## src/rtl/burst_line_adaptor_pkg.sv

```systemverilog
// Shared types and default geometry for the cache-line to memory-burst adaptor.
// Per-instance geometry is derived from the top-level parameters.
package burst_line_adaptor_pkg;

    typedef enum logic [1:0] {
        IDLE  = 2'd0,
        READ  = 2'd1,
        WRITE = 2'd2,
        DONE  = 2'd3
    } state_t;

    localparam int DEF_LINE_W  = 256;
    localparam int DEF_BURST_W = 64;
    localparam int DEF_ADDR_W  = 32;

    localparam int BEATS      = DEF_LINE_W / DEF_BURST_W;
    localparam int IDX_W      = $clog2(BEATS);
    localparam int LINE_OFS_W = $clog2(DEF_LINE_W / 8);
    localparam int BEAT_OFS_W = $clog2(DEF_BURST_W / 8);

endpackage

```

## src/rtl/burst_line_adaptor_beat_sequencer.sv

```systemverilog
// Beat counter and slot index generator for one line transfer.
// With WRAP_BURST_EN defined the index starts at the critical slot and wraps.
module beat_sequencer #(
    parameter int BEATS = 4,
    parameter int IDX_W = 2
) (
    input  logic             clk,
    input  logic             reset_n,
    input  logic             clear,
    input  logic             advance,
    input  logic [IDX_W-1:0] offset,
    output logic [IDX_W-1:0] idx,
    output logic             last
);

    logic [IDX_W-1:0] cnt;
    logic [IDX_W-1:0] start;

`ifdef WRAP_BURST_EN
    assign start = offset;
`else
    logic unused_offset;
    assign start         = '0;
    assign unused_offset = ^offset;
`endif

    always_ff @(posedge clk or negedge reset_n) begin
        if (!reset_n) begin
            cnt <= '0;
        end else if (clear) begin
            cnt <= '0;
        end else if (advance) begin
            cnt <= cnt + IDX_W'(1);
        end
    end

    // BEATS is a power of two, so the natural IDX_W-bit overflow is the wrap.
    assign idx  = start + cnt;
    assign last = (cnt == IDX_W'(BEATS - 1));

endmodule

```

## src/rtl/burst_line_adaptor.sv

```systemverilog
// Adapts full-line cache requests to BURST_W-wide memory beats.
// Define WRAP_BURST_EN for critical-beat-first wrap ordering.
module burst_line_adaptor
    import burst_line_adaptor_pkg::*;
#(
    parameter int LINE_W  = DEF_LINE_W,
    parameter int BURST_W = DEF_BURST_W,
    parameter int ADDR_W  = DEF_ADDR_W
) (
    input  logic               clk,
    input  logic               reset_n,
    input  logic [LINE_W-1:0]  line_i,
    output logic [LINE_W-1:0]  line_o,
    input  logic [ADDR_W-1:0]  address_i,
    input  logic               read_i,
    input  logic               write_i,
    output logic               resp_o,
    input  logic [BURST_W-1:0] burst_i,
    output logic [BURST_W-1:0] burst_o,
    output logic [ADDR_W-1:0]  address_o,
    output logic               read_o,
    output logic               write_o,
    input  logic               resp_i,
    output logic [1:0]         fsm_state
);

    localparam int L_BEATS      = LINE_W / BURST_W;
    localparam int L_IDX_W      = $clog2(L_BEATS);
    localparam int L_LINE_OFS_W = $clog2(LINE_W / 8);
    localparam int L_BEAT_OFS_W = $clog2(BURST_W / 8);

    state_t              state;
    state_t              state_n;
    logic [ADDR_W-1:0]   addr_q;
    logic [LINE_W-1:0]   line_q;
    logic [L_IDX_W-1:0]  idx;
    logic                last;
    logic                accept;
    logic                beat;
    logic                unused_addr_bits;

    assign accept = (state == IDLE) && (read_i || write_i);
    assign beat   = ((state == READ) || (state == WRITE)) && resp_i;

    beat_sequencer #(
        .BEATS (L_BEATS),
        .IDX_W (L_IDX_W)
    ) u_seq (
        .clk     (clk),
        .reset_n (reset_n),
        .clear   (accept),
        .advance (beat),
        .offset  (addr_q[L_LINE_OFS_W-1:L_BEAT_OFS_W]),
        .idx     (idx),
        .last    (last)
    );

    always_ff @(posedge clk or negedge reset_n) begin
        if (!reset_n) begin
            state <= IDLE;
        end else begin
            state <= state_n;
        end
    end

    // All memory-side strobes are pure state decodes, so they drop with reset_n.
    always_comb begin
        state_n = state;
        read_o  = 1'b0;
        write_o = 1'b0;
        resp_o  = 1'b0;
        burst_o = '0;
        case (state)
            IDLE: begin
                if (read_i) begin
                    state_n = READ;
                end else if (write_i) begin
                    state_n = WRITE;
                end
            end
            READ: begin
                read_o = 1'b1;
                if (resp_i && last) begin
                    state_n = DONE;
                end
            end
            WRITE: begin
                write_o = 1'b1;
                burst_o = line_q[int'(idx) * BURST_W +: BURST_W];
                if (resp_i && last) begin
                    state_n = DONE;
                end
            end
            DONE: begin
                resp_o  = 1'b1;
                state_n = IDLE;
            end
            default: begin
                state_n = IDLE;
            end
        endcase
    end

    always_ff @(posedge clk or negedge reset_n) begin
        if (!reset_n) begin
            addr_q <= '0;
            line_q <= '0;
            line_o <= '0;
        end else begin
            if (accept) begin
                addr_q <= address_i;
                if (!read_i) begin
                    line_q <= line_i;
                end
            end
            if ((state == READ) && resp_i) begin
                line_o[int'(idx) * BURST_W +: BURST_W] <= burst_i;
            end
        end
    end

`ifdef WRAP_BURST_EN
    assign address_o = {addr_q[ADDR_W-1:L_BEAT_OFS_W], {L_BEAT_OFS_W{1'b0}}};
`else
    assign address_o = {addr_q[ADDR_W-1:L_LINE_OFS_W], {L_LINE_OFS_W{1'b0}}};
`endif

    // Byte offset within a beat never reaches memory in either ordering mode.
    assign unused_addr_bits = ^addr_q[L_BEAT_OFS_W-1:0];
    assign fsm_state        = state;

endmodule

```

## config.mk

```make
export PLATFORM = sky130hd
export DESIGN_NAME = burst_line_adaptor
export DESIGN_NICKNAME = d
export VERILOG_FILES = /design/src/rtl/burst_line_adaptor_pkg.sv /design/src/rtl/burst_line_adaptor_beat_sequencer.sv /design/src/rtl/burst_line_adaptor.sv
export SDC_FILE = /design/constraint.sdc
export NUM_CORES = 1
export LEC_CHECK = 0
export BUFFER_PORTS_ARGS = -buffer_cell sky130_fd_sc_hd__buf_2
export CAP_MARGIN = 40
export CORE_MARGIN = 4
export CORE_UTILIZATION = 30
export CTS_CLUSTER_DIAMETER = 50
export DETAILED_ROUTE_END_ITERATION = 16
export PLACE_DENSITY = 0.59
export SYNTH_ARGS = -nofsm -noshare
export SYNTH_HDL_FRONTEND = slang
export SYNTH_HIERARCHICAL = 1
export SYNTH_SLANG_ARGS = --single-unit
```

## constraint.sdc

```tcl
create_clock -name clk -period 3.2 [get_ports clk]
set_input_delay 0.64 -clock clk [delete_from_list [all_inputs] [get_ports clk]]
set_output_delay 0.64 -clock clk [all_outputs]
set_load 0.03 [all_outputs]
```

# ---- Word-level counts from Yosys, hierarchy flattened
# Index checks and enable logic that the tools add are counted.
dict set report op_classes {
  bitwise_logic 1
  reduce_logical 11
  addsub 2
  mux 11
  n_eq_ne 6
  shift 3
  magnitude_cmp 0
  div 0
  multipliers 0
}
# cell count
set ops {}
lappend ops {{$bwmux W256} 1}
lappend ops {{$shift A64 B33 Y256 const A} 1}
lappend ops {{$shiftx A256 B9 Y64} 1}
lappend ops {{$shiftx A64 B33 Y256} 1}
lappend ops {{$mux W64} 1}
lappend ops {{$neg A8 Y33} 1}
lappend ops {{$mux W2} 5}
lappend ops {{$eq A2 B2 Y1 const B} 3}
lappend ops {{$pmux W2 S3} 1}
lappend ops {{$logic_and A1 B1 Y1} 4}
lappend ops {{$reduce_and A2 Y1} 2}
lappend ops {{$mux W1} 3}
lappend ops {{$ne A3 B3 Y1 const B} 1}
lappend ops {{$add A2 B1 Y2 const B} 1}
lappend ops {{$eq A2 B1 Y1 const B} 1}
lappend ops {{$logic_not A2 Y1} 1}
lappend ops {{$logic_or A1 B1 Y1} 2}
lappend ops {{$ne A2 B1 Y1 const B} 1}
lappend ops {{$reduce_bool A2 Y1} 1}
lappend ops {{$reduce_or A2 Y1} 1}
lappend ops {{$not A1 Y1} 1}
dict set report totals {
  ram_bits 0
  register_bits 548
  output_inout_bits 357
  word_cells 39
  latch_bits 0
  mem_count 0
  rom_bits 0
}

# ---- Logic depth before layout (Yosys ltp)
dict set report logic_depth {
  ltp_word 5
  depth_mapped 9
  depth_no_buf 5
}

# ---- Hierarchy
# The synthesis kept the hierarchy.
# module cells_per_inst seq_area_each_um2 instances area_each_um2
set by_module_without_submodules {}
lappend by_module_without_submodules {burst_line_adaptor 1391 13588.0 1 22007.4}
lappend by_module_without_submodules {beat_sequencer 7 50.0 1 88.8}

# ---- Least setup slack after synthesis
# No wires, ideal clock.
dict set report synth_path {
  path_kind {reg2reg}
  startpoint {register u_seq.cnt[1]}
  endpoint {register line_o[132]}
  path_slack_ns 0.750
  arrival_ns 2.384
  stages_incl_launch_ff 9
  path_buffers 3
  period_less_slack_ns 2.450
  path_cell_list {dfrtp_1 > buf_2 > buf_1 > inv_1 > ha_1 > nand2b_1 > nor4_4 > buf_6 > a22o_1}
}
dict set report synth_via {
  elab_chain_len 3
  elab_cells_between_ends 4
  cone_classes {add/sub: 1; shift: 2; mux: 1}
}
# element line_no
set synth_rtl {}
lappend synth_rtl {{from (decl)} burst_line_adaptor_beat_sequencer.sv:16} ;# logic [IDX_W-1:0] cnt;
lappend synth_rtl {{from (signal assigned)} burst_line_adaptor_beat_sequencer.sv:33} ;# cnt <= cnt + IDX_W'(1);
lappend synth_rtl {{$neg A8 Y33 (*)} burst_line_adaptor.sv:117} ;# line_o[int'(idx) * BURST_W +: BURST_W] <= burst_i;
lappend synth_rtl {{$shiftx A64 B33 Y256 / $shift A64 B33 Y256 (equally long branches)} burst_line_adaptor.sv:117}
lappend synth_rtl {{$bwmux W256 (*)} burst_line_adaptor.sv:117}
lappend synth_rtl {{to (signal, indexed assignment)} burst_line_adaptor.sv:117}
lappend synth_rtl {{to (decl)} burst_line_adaptor.sv:13} ;# output logic [LINE_W-1:0] line_o,
# Mark *: on every way between the ends. The rest lies on a longest branch, timed or not.
# A chain may end at the register's enable or synchronous reset.

# ---- Final worst setup path
dict set report layout_path {
  startpoint {register u_seq.cnt[0]}
  endpoint {output burst_o[44]}
}
dict set report layout_via {
  elab_chain_len 2
}
# element line_no
set layout_rtl {}
lappend layout_rtl {{$shiftx A256 B9 Y64} burst_line_adaptor.sv:89} ;# burst_o = line_q[int'(idx) * BURST_W +: BURST_W];
lappend layout_rtl {{$mux W64} burst_line_adaptor.sv:73} ;# case (state)
lappend layout_rtl {{to (decl)} burst_line_adaptor.sv:19} ;# output logic [BURST_W-1:0] burst_o,
# No other way between the ends.

==> metrics.txt <==
Worst Hold Class=in -> async; Clock Skew=30.6 ps; CTS max path bufs=3; unrepaired setup endpoints after global routing=no; final slew viol count=0; reg2reg path depth=7; Post-Syn Instances=1394; initial antenna violation count=35; Layout area overhead=32.8%; # rows=99; post-place setup slack=a little under 600 ps; fillers=6898; Detailed Route WL=71500 µm; Synth Area per Inst=15.8 µm²; clk root buf=clkbuf_16; post-route cell area=between 0.02 and 0.03 mm²; crit-path max FO=28; total gr overflow=0; CP Launch Type=flop; worst-margin pin slew=735 ps; reg2reg start=u_seq/cnt[1]$_DFFE_PN0P_; DP HPWL=51300 µm; dpl cells=2968; post-route antenna net violation count=0; H-tree depth=3; Max Cap Viol=0; vias per cell=a little under 5; fin crit share=0.947; port buffer count=703; CTS tree=yes; largest net degree at the start of global routing=91; Leakage=14.7 nW; first-pass detailed-route iteration total=6; vias in the first global route=16900; crit path time final=3030 ps; area occupied by multi-input gates=around 0.0077 mm²; # setup viols final=0; mean routed wirelength per cell=22.8 µm; Die Ht=279 µm; Required @ worst endpoint=2560 ps; worst skew pair latency=610 ps; initial DRC count=853; final instance count without filler cells=approximately 3100; Worst VDD drop=0.668 mV; reg2reg setup slack=620 ps; YS warnings=6; die area=0.0778 mm²; gp weighted congestion=0.839; CP max stage cell=mux4_2; CTS clk-pin slew, worst paths=60 ps; fmax=0.330 GHz; Initial Util=0.302; status=finished clean; IO Count=714; Slew Limit Headroom=0.510; Post-Place Cell Area=0.0267 mm²; WS Path Type=reg -> out; Tot GR Track Use=0.179; crit path cell chain=buf_12, mux4_2, and2_1, buf_2; crit path DAT=~2400 ps; Cell Pwr Density=983 mW/mm²; TritonCTS Sinks=543; nets=2456; DRC errors left=0; CTS buffer count=73; Buf/Inv on CP=2; share of layout cells above drive strength 1=0.576; synthesized area=~0.022 mm²; Setup crit end kind=primary output; setup TNS=0 ps; crit-path leading delay family=multiplexers; Core Box Area=0.0728 mm²; post-cts resize count=0; Reg area=0.0136 mm²; # hold bufs at CTS=0; Hold Vio Cnt, Final=0; Tot Pwr=28.7 mW; first-pass GRT wire length=between 100000 and 150000 µm; die width=around 280 µm; Vias=roughly 15000; slowest stage delay, CP=570 ps; setup ws final=roughly 170 ps; reg-to-reg endpoint=line_o[150]$_DFFE_PN0P_
-- timing repair --
item / CTS / global route
buffers inserted: 3 / 1
hold endpoints to repair: 0 / 0
endpoints found under the setup margin: 28 / 2
-- state kept, by name, summed over array words and instances (netlist names) --
register and cells:
line_q 256, u_seq/cnt 2, line_o 256, fsm_state 2, addr_q 27
-- report_power, final --
part           switching [mW]  internal (mW)
registers                1.35           9.27
logic                    5.42           4.57
clock network            3.23           4.91
-- worst max-delay path by stage --
stage | start | to | slack (ps) | depth (start not counted)
2_1_floorplan | u_seq/cnt[1]$_DFFE_PN0P_ | line_o[132]$_DFFE_PN0P_ | 750 | 8
3_3_place_gp | u_seq/cnt[0]$_DFFE_PN0P_ | burst_o[44] | 590 | 4
3_5_place_dp | u_seq/cnt[0]$_DFFE_PN0P_ | burst_o[44] | 580 | 4
4_1_cts | u_seq/cnt[1]$_DFFE_PN0P_ | burst_o[1] | 30 | 4
5_1_grt | u_seq/cnt[0]$_DFFE_PN0P_ | burst_o[44] | 50 | 4
6_report | u_seq/cnt[0]$_DFFE_PN0P_ | burst_o[44] | 170 | 4
-- layout by cell type, fill, tap and decap left out, types with 2 or more instances in the layout --
cell type,n
a22o_1,256
and2_1,65
buf_12,23
buf_2,702
buf_4,26
buf_8,2
bufinv_16,4
clkbuf_1,10
clkbuf_16,74
clkbuf_8,11
clkinv_2,7
clkinv_4,6
clkinv_8,3
clkinvlp_4,4
conb_1,5
dfrtp_1,541
dfrtp_4,2
diode_2,30
ha_1,10
inv_1,5
inv_6,8
inv_8,3
mux2_2,283
mux2i_1,4
mux4_2,64
nand2_1,2
nand3_2,4
nor2_1,2
nor4_4,4
-- metrics by stage --
step | utilization | hold WS (ps)
6_report | 0.402 | 77.3
5_1_grt | 0.401 | 74.3
4_1_cts | 0.400 | 63.0
3_5_place_dp | 0.366 | 485
3_3_place_gp | 0.366 | 481
2_1_floorplan | - | 344
-- final cells by class --
type | instances | share of cell area
multi-input combinational | 712 | 0.264
inverter | 5 | 0.000642
antenna | 30 | 0.00257
timing repair buffer | 753 | 0.144
sequential | 543 | 0.465
clock inverter | 36 | 0.0140
tap | 959 | 0.0410
clock buffer | 95 | 0.0698
-- routing by layer --
layer / wire [µm] / share of wire / global-route usage
met3: 4530 / 0.063 / 0.0414
met2: 36100 / 0.50 / 0.302
met4: 3460 / 0.048 / 0.0936
met5: 116 / 0.0016 / 0
met1: 27400 / 0.38 / 0.215
(Power assumes the default switching activity.)
